===== src/rtl/jump_pkg.sv =====
// rtl/jump_pkg.sv - shared types and default constants for the jump charge path
// Purpose: FSM state encoding and default sizing constants used by the jump
//          charge controller, its handshake interface and the button debouncer.
// Ports:   none (package).
package jump_pkg;

  typedef enum logic [1:0] {
    IDLE     = 2'd0,
    CHARGING = 2'd1,
    FIRE     = 2'd2
  } jump_state_e;

  localparam int DEF_PHY_WIDTH       = 16;
  // 55 x 20: matches the threshold range of the charge-bar display.
  localparam int DEF_MAX_CHARGE      = 1100;
  localparam int DEF_CHARGE_TICK     = 5_000;
  localparam int DEF_DEBOUNCE_CYCLES = 100_000;

endpackage


===== src/rtl/jump_charge_controller_if.sv =====
// rtl/jump_charge_controller_if.sv - jump request valid/ready handshake bundle
// Purpose: carries the captured jump power from the charge controller to physics.
// Signals: jump_valid (master->slave) request pending
//          jump_power (master->slave) charge captured at release
//          jump_ready (slave->master) physics accepts the jump
interface jump_charge_controller_if
  import jump_pkg::*;
#(
  parameter int PHY_WIDTH = DEF_PHY_WIDTH
);

  logic                 jump_valid;
  logic                 jump_ready;
  logic [PHY_WIDTH-1:0] jump_power;

  modport master (output jump_valid, output jump_power, input jump_ready);
  modport slave  (input jump_valid, input jump_power, output jump_ready);

endinterface


===== src/rtl/jump_charge_controller_debounce.sv =====
// rtl/jump_charge_controller_debounce.sv - button synchronizer and debouncer
// Purpose: 2-flop synchronizes a raw button, then changes the debounced level
//          only after DEBOUNCE_CYCLES consecutive samples disagree with it.
// Ports:   clk, rst_n (async active-low), btn_raw (async pin), level (debounced)
module btn_debounce
  import jump_pkg::*;
#(
  parameter int DEBOUNCE_CYCLES = DEF_DEBOUNCE_CYCLES
) (
  input  logic clk,
  input  logic rst_n,
  input  logic btn_raw,
  output logic level
);

  localparam int CW = (DEBOUNCE_CYCLES > 1) ? $clog2(DEBOUNCE_CYCLES + 1) : 1;

  logic          sync_1;
  logic          sync_2;
  logic [CW-1:0] stable_cnt;

  always_ff @(posedge clk or negedge rst_n) begin
    if (!rst_n) begin
      sync_1     <= 1'b0;
      sync_2     <= 1'b0;
      stable_cnt <= '0;
      level      <= 1'b0;
    end else begin
      sync_1 <= btn_raw;
      sync_2 <= sync_1;
      if (sync_2 != level) begin
        // This cycle is the DEBOUNCE_CYCLES-th consecutive disagreeing sample.
        if (stable_cnt == CW'(DEBOUNCE_CYCLES - 1)) begin
          level      <= sync_2;
          stable_cnt <= '0;
        end else begin
          stable_cnt <= stable_cnt + CW'(1);
        end
      end else begin
        // Any sample matching the current level is a bounce: restart.
        stable_cnt <= '0;
      end
    end
  end

endmodule


===== src/rtl/jump_charge_controller.sv =====
// rtl/jump_charge_controller.sv - jump button charge ramp and jump request issue
// Purpose: debounces the jump button, ramps charge_bar while held on the ground,
//          and on release offers the final charge to physics via valid/ready.
// Ports:   sys_clk, sys_rst_n (async active-low), btn_jump (raw pin),
//          on_ground (charge enable), charge_bar (live charge),
//          jmp (master side of the jump_valid/jump_power/jump_ready handshake)
module jump_charge_controller
  import jump_pkg::*;
#(
  parameter int PHY_WIDTH       = DEF_PHY_WIDTH,
  parameter int DEBOUNCE_CYCLES = DEF_DEBOUNCE_CYCLES,
  parameter int CHARGE_TICK     = DEF_CHARGE_TICK,
  parameter int CHARGE_STEP     = 1,
  parameter int MAX_CHARGE      = DEF_MAX_CHARGE
) (
  input  logic                     sys_clk,
  input  logic                     sys_rst_n,
  input  logic                     btn_jump,
  input  logic                     on_ground,
  output logic [PHY_WIDTH-1:0]     charge_bar,
  jump_charge_controller_if.master jmp
);

  localparam int TW = (CHARGE_TICK > 1) ? $clog2(CHARGE_TICK) : 1;
  localparam logic [PHY_WIDTH:0] MAX_W  = (PHY_WIDTH + 1)'(MAX_CHARGE);
  localparam logic [PHY_WIDTH:0] STEP_W = (PHY_WIDTH + 1)'(CHARGE_STEP);

  logic                 btn_level;
  logic                 btn_level_d;
  logic                 press;
  logic                 rel;
  logic                 tick_done;
  logic [PHY_WIDTH:0]   charge_sum;
  logic [PHY_WIDTH-1:0] charge_next;
  logic [TW-1:0]        tick_cnt;
  jump_state_e          state;

  btn_debounce #(
    .DEBOUNCE_CYCLES (DEBOUNCE_CYCLES)
  ) u_debounce (
    .clk     (sys_clk),
    .rst_n   (sys_rst_n),
    .btn_raw (btn_jump),
    .level   (btn_level)
  );

  always_ff @(posedge sys_clk or negedge sys_rst_n) begin
    if (!sys_rst_n) begin
      btn_level_d <= 1'b0;
    end else begin
      btn_level_d <= btn_level;
    end
  end

  assign press     = btn_level & ~btn_level_d;
  assign rel       = ~btn_level & btn_level_d;
  assign tick_done = (tick_cnt == TW'(CHARGE_TICK - 1));

  // One bit wider than charge_bar so the add cannot wrap before saturation.
  assign charge_sum  = {1'b0, charge_bar} + STEP_W;
  assign charge_next = (charge_sum > MAX_W) ? MAX_W[PHY_WIDTH-1:0]
                                            : charge_sum[PHY_WIDTH-1:0];

  always_ff @(posedge sys_clk or negedge sys_rst_n) begin
    if (!sys_rst_n) begin
      state          <= IDLE;
      tick_cnt       <= '0;
      charge_bar     <= '0;
      jmp.jump_valid <= 1'b0;
      jmp.jump_power <= '0;
    end else begin
      case (state)
        IDLE: begin
          charge_bar     <= '0;
          jmp.jump_valid <= 1'b0;
          // Only a fresh edge starts a charge; a held button never does.
          if (press && on_ground) begin
            state      <= CHARGING;
            charge_bar <= PHY_WIDTH'(1);
            tick_cnt   <= '0;
          end
        end
        CHARGING: begin
          // Priority: abort > release > tick. A tick coinciding with the
          // release is dropped so jump_power is the pre-increment value.
          if (!on_ground) begin
            state      <= IDLE;
            charge_bar <= '0;
          end else if (rel) begin
            state          <= FIRE;
            jmp.jump_power <= charge_bar;
            jmp.jump_valid <= 1'b1;
            charge_bar     <= '0;
          end else if (tick_done) begin
            tick_cnt   <= '0;
            charge_bar <= charge_next;
          end else begin
            tick_cnt <= tick_cnt + TW'(1);
          end
        end
        FIRE: begin
          if (jmp.jump_ready) begin
            state          <= IDLE;
            jmp.jump_valid <= 1'b0;
          end
        end
        default: state <= IDLE;
      endcase
    end
  end

endmodule


===== src/flat_wrapper.sv =====
// flat-port wrapper written by rule: the top's interface ports become plain ports
module jump_charge_controller_flat import jump_pkg::*;
#(
  parameter int PHY_WIDTH       = DEF_PHY_WIDTH,
  parameter int DEBOUNCE_CYCLES = DEF_DEBOUNCE_CYCLES,
  parameter int CHARGE_TICK     = DEF_CHARGE_TICK,
  parameter int CHARGE_STEP     = 1,
  parameter int MAX_CHARGE      = DEF_MAX_CHARGE
)
  (sys_clk, sys_rst_n, btn_jump, on_ground, charge_bar, jmp_jump_valid, jmp_jump_power, jmp_jump_ready);
  jump_charge_controller_if #(.PHY_WIDTH(PHY_WIDTH)) jmp_i ();
  input  logic sys_clk;
  input  logic sys_rst_n;
  input  logic btn_jump;
  input  logic on_ground;
  output logic [PHY_WIDTH-1:0] charge_bar;
  output wire logic [$bits(jmp_i.jump_valid)-1:0] jmp_jump_valid;
  output wire logic [$bits(jmp_i.jump_power)-1:0] jmp_jump_power;
  input wire logic [$bits(jmp_i.jump_ready)-1:0] jmp_jump_ready;
  assign jmp_jump_valid = jmp_i.jump_valid;
  assign jmp_jump_power = jmp_i.jump_power;
  assign jmp_i.jump_ready = jmp_jump_ready;
  jump_charge_controller #(.PHY_WIDTH(PHY_WIDTH), .DEBOUNCE_CYCLES(DEBOUNCE_CYCLES), .CHARGE_TICK(CHARGE_TICK), .CHARGE_STEP(CHARGE_STEP), .MAX_CHARGE(MAX_CHARGE)) u_core (.sys_clk(sys_clk), .sys_rst_n(sys_rst_n), .btn_jump(btn_jump), .on_ground(on_ground), .charge_bar(charge_bar), .jmp(jmp_i));
endmodule

===== config.mk =====
export PLATFORM = sky130hd
export DESIGN_NAME = jump_charge_controller_flat
export DESIGN_NICKNAME = d
export VERILOG_FILES = /design/src/rtl/jump_pkg.sv /design/src/rtl/jump_charge_controller_if.sv /design/src/rtl/jump_charge_controller_debounce.sv /design/src/rtl/jump_charge_controller.sv /design/src/flat_wrapper.sv
export SDC_FILE = /design/constraint.sdc
export NUM_CORES = 1
export LEC_CHECK = 0
export ABC_CLOCK_PERIOD_IN_PS = 3320
export CORE_AREA = 2 2 89 91
export DETAILED_ROUTE_END_ITERATION = 8
export DIE_AREA = 0 0 91 93
export HOLD_SLACK_MARGIN = 0.1
export PLACE_DENSITY = 0.7
export SLEW_MARGIN = 40
export SYNTH_ARGS = -nofsm -noshare
export SYNTH_HDL_FRONTEND = slang
export SYNTH_HIERARCHICAL = 1
export SYNTH_SLANG_ARGS = --single-unit

===== constraint.sdc =====
create_clock -name sys_clk -period 3.32 [get_ports sys_clk]
set_input_delay 0.664 -clock sys_clk [delete_from_list [all_inputs] [get_ports sys_clk]]
set_output_delay 0.664 -clock sys_clk [all_outputs]
set_load 0.01 [all_outputs]

==> impl_metrics.json <==
{
  "status": "finished clean",
  "fmax_mhz": 355,
  "crit_path_frequent_cell": "a221o_1",
  "fp-row-count": 32,
  "cp_cell_sequence": "ha_1, and3_4, o211ai_1, a22oi_1, nor2_1, a221o_1, a211oi_4, and3_1, a221o_1",
  "post_synth_num_cell_types": 55,
  "syn_avg_cell_area_um2": 10.2,
  "cap_violations": 0,
  "timing.final.crit_share_pct": 84.8,
  "tritoncts": "built",
  "place_congestion": 0.884,
  "setup_viol": 0,
  "ys_warn_count": 6,
  "n_antenna_cell": 0,
  "synthTopCellsByArea": "dfrtp_1, mux2_2, nor2_1, nand3_1, xnor2_1",
  "syn_inst": 349,
  "clock_latency_ns": 0.35,
  "clock_skew_ns": 0.00727,
  "grt_pass1_vias": 2645,
  "synth_compound_area_share_pct": 9.66,
  "p_switching_uw": 345,
  "syn_nets": 357,
  "post-route-min-period_ns": 2.81,
  "yosys.area_share.simple_pct": 23.9,
  "path_class": "flop to flop",
  "fp.dieH_um": 93,
  "wirelength_um": 7270,
  "worstMarginPinSlew_ns": 0.662,
  "switching_share_pct": 21.3,
  "powerDensity_nw_per_um2": 390,
  "synth_top_family_by_area": "simple AND/OR/NAND/NOR gates",
  "cts_resized": 0,
  "combPwrFrac_pct": 2.4,
  "syn_area_um2": 3550,
  "io_buffers": 37,
  "cp_slowest_cell": "dfrtp_1",
  "slew_headroom_pct": 55.9,
  "htreeDepth": 3,
  "top_level_ports": 38,
  "cp_num_buf_inv": 0,
  "coreArea_um2": 7530,
  "clk_pin_slew_ns": 0.08,
  "path_max_fanout": 11,
  "start_util_pct": 47.1,
  "drtAntennaViolNets": 0,
  "routed_via_density": 5.52,
  "globalRoute.totalOverflow": 0,
  "grt_pass1_wl_um": 12500,
  "design_area_um2": 4170,
  "dpl_cell_area_um2": 3960,
  "crit_path_start_kind": "flop",
  "min_path_type": "primary input to asynchronous set/reset pin",
  "fp.dieW_um": 91,
  "fillers": 710,
  "dr.first_iter.drc_count": 145,
  "internal-power_mw": 1.28,
  "areaGrowthSynthToFinish_pct": 17.4,
  "hold_buffers": 0,
  "via_count": 2720,
  "cts_buffer_depth": 2,
  "p_clk_share_pct": 44.9,
  "ys_ff_latch": 69,
  "seq_area_frac_synth_pct": 48.7,
  "arrival_ns": 3.11,
  "worstPathRequired_ns": 3.61,
  "grt_setup_unrepaired": "false",
  "clock-sinks": 69,
  "design.die.area_um2": 8460,
  "antenna_found_initial": 0,
  "wl_per_cell_um": 14.7,
  "grt_usage_pct": 18.4,
  "drive_gt1_share_pct": 13.6,
  "synthXorXnorAreaFrac_pct": 6.66,
  "synth_fa_ha_area_share_pct": 1.06,
  "vdd_drop_max_mv": 0.355,
  "path_delay_family": "compound AO/OA/AOI/OAI gates",
  "cpPeakStageDelay_ns": 0.57,
  "drt-pass1-iter-count": 4,
  "cts-root-buf": "clkbuf_8",
  "pwr-share-seq_pct": 52.7,
  "yosys.area.top_type": "dfrtp_1",
  "leakage_nw": 1.81,
  "grt_max_degree": 28,
  "dp.final_hpwl_um": 4890,
  "finalHoldViolCount": 0,
  "numCtsBuffers": 9,
  "drc": 0,
  "cts_setup_buffers": 0,
  "synth.mux.area_fraction_pct": 5.68,
  "final_net_count": 394,
  "drv_slew": 0,
  "synth_top_area_share_pct": 48.7,
  "tns_ns": 0,
  "crit_path_end_kind": "flop"
}
layout make-up:
type,count,area [µm²],share of cell area (%)
sequential,69,1730,41.4
clock inverter,5,75.1,1.80
clock buffer,11,131,3.15
inverter,10,37.5,0.901
multi-input combinational,254,1670,40.0
tap,102,128,3.06
timing repair buffer,42,403,9.67
power by group through the flow:
stage	Clock, mW	Sequential [mW]	Combinational (mW)
after CTS	0.753	0.856	0.0412
after floorplan	0	0.871	0.0159
final	0.729	0.857	0.0396
after detailed placement	0	0.872	0.0412
after global placement	0	0.872	0.0405
after global routing	0.790	0.857	0.0480
worst paths after layout:
kind	end	from	cells after the start	slack [ns]
setup / recovery	u_core/charge_bar[5]	u_core/charge_bar[0]	9	0.51
hold / removal	u_core/charge_bar[1]	sys_rst_n	1	0.32
setup reg to reg	u_core/charge_bar[5]	u_core/charge_bar[0]	9	0.51
hold reg to reg	u_core/u_debounce/sync_2	u_core/u_debounce/sync_1	0	0.36
max in group asynchronous	u_core/u_debounce/stable_cnt[15]	sys_rst_n	2	2.23
min in group sys_clk	u_core/u_debounce/sync_2	u_core/u_debounce/sync_1	0	0.36
state kept, by name (all words and copies together), names as in the netlist:
register	flops
u_core/u_debounce/sync_2	1
u_core/charge_bar	16
u_core/u_debounce/stable_cnt	17
u_core/jmp.jump_valid	1
u_core/tick_cnt	13
u_core/state	2
u_core/u_debounce/level	1
u_core/u_debounce/sync_1	1
u_core/jmp.jump_power	16
u_core/btn_level_d	1
worst reg2reg max path: cells and delay by family (launching register included):
| family | cells | cell delay, ns |
|---|---|---|
| flip-flops | 1 | 0.57 |
| AO/OA/AOI/OAI | 5 | 1.17 |
| AND/OR/NAND/NOR | 3 | 0.60 |
| adder cells (fa/ha/maj) | 1 | 0.40 |
kinds of logic (layout without fill, tap and decap cells):
family / Yosys count / in the layout
compound gates: 47 / 47
buf+inv: 26 / 68
fa+ha+maj: 3 / 3
mux: 18 / 18
flops: 69 / 69
xor+xnor: 27 / 27
simple gates: 159 / 159
synthesized netlist by cell type, drive strengths merged:
master / count
ha: 3
nand2b: 1
nand2: 20
clkbuf: 4
or4b: 1
nor2b: 3
a221o: 2
inv: 10
or2: 1
mux2: 17
or4: 2
nor3b: 2
a31o: 1
o22ai: 2
buf: 12
o21ai: 8
nand4b: 1
dfrtp: 69
nor2: 45
nand3: 31
and4: 2
xnor2: 15
xor2: 12
o31a: 1
nor4: 10
o31ai: 1
o211ai: 1
a211oi: 1
a21oi: 16
or3: 2
and3: 5
a22oi: 2
and2: 8
a41o: 1
mux2i: 1
a21o: 3
nor4bb: 1
o22a: 5
nand4: 12
a31oi: 3
nor4b: 1
nor3: 11
layer usage:
metal / track usage, % / share of wire, % / vias to the layer above / routed length (µm)
li1: - / - / 1320 / -
met1: 24.2 / 46 / 1317 / 3360
met2: 28.9 / 47 / 69 / 3440
met3: 4.51 / 4.2 / 14 / 308
met4: 8.84 / 2.3 / 0 / 166
met5: 0 / 0 / - / 0
layout by cell type (no fill, tap or decap), types with 4 or more instances in the layout:
cell / instances
xor2_1: 12
clkdlybuf4s50_1: 36
nand4_1: 12
inv_1: 10
xnor2_1: 15
and2_1: 8
nand3_1: 29
nand2_1: 20
o22a_1: 5
a21oi_1: 15
nor2_1: 45
mux2_2: 17
nor4_1: 7
o21ai_1: 4
nor3_1: 11
clkbuf_8: 9
dfrtp_1: 69
buf_4: 5
per-stage QoR:
step / hold slack [ns] / std cells / setup slack [ns] / total power, mW / utilization, %
after floorplan: 0.331 / 349 / 0.895 / 0.887 / -
after global placement: 0.332 / 477 / 0.627 / 0.912 / 52.6
after detailed placement: 0.342 / 477 / 0.526 / 0.914 / 52.6
after CTS: 0.335 / 493 / 0.568 / 1.65 / 55.4
after global routing: 0.349 / 493 / 0.355 / 1.70 / 55.4
final: 0.317 / 493 / 0.506 / 1.63 / 55.4
No activity file was read; power rests on OpenSTA's default activity.
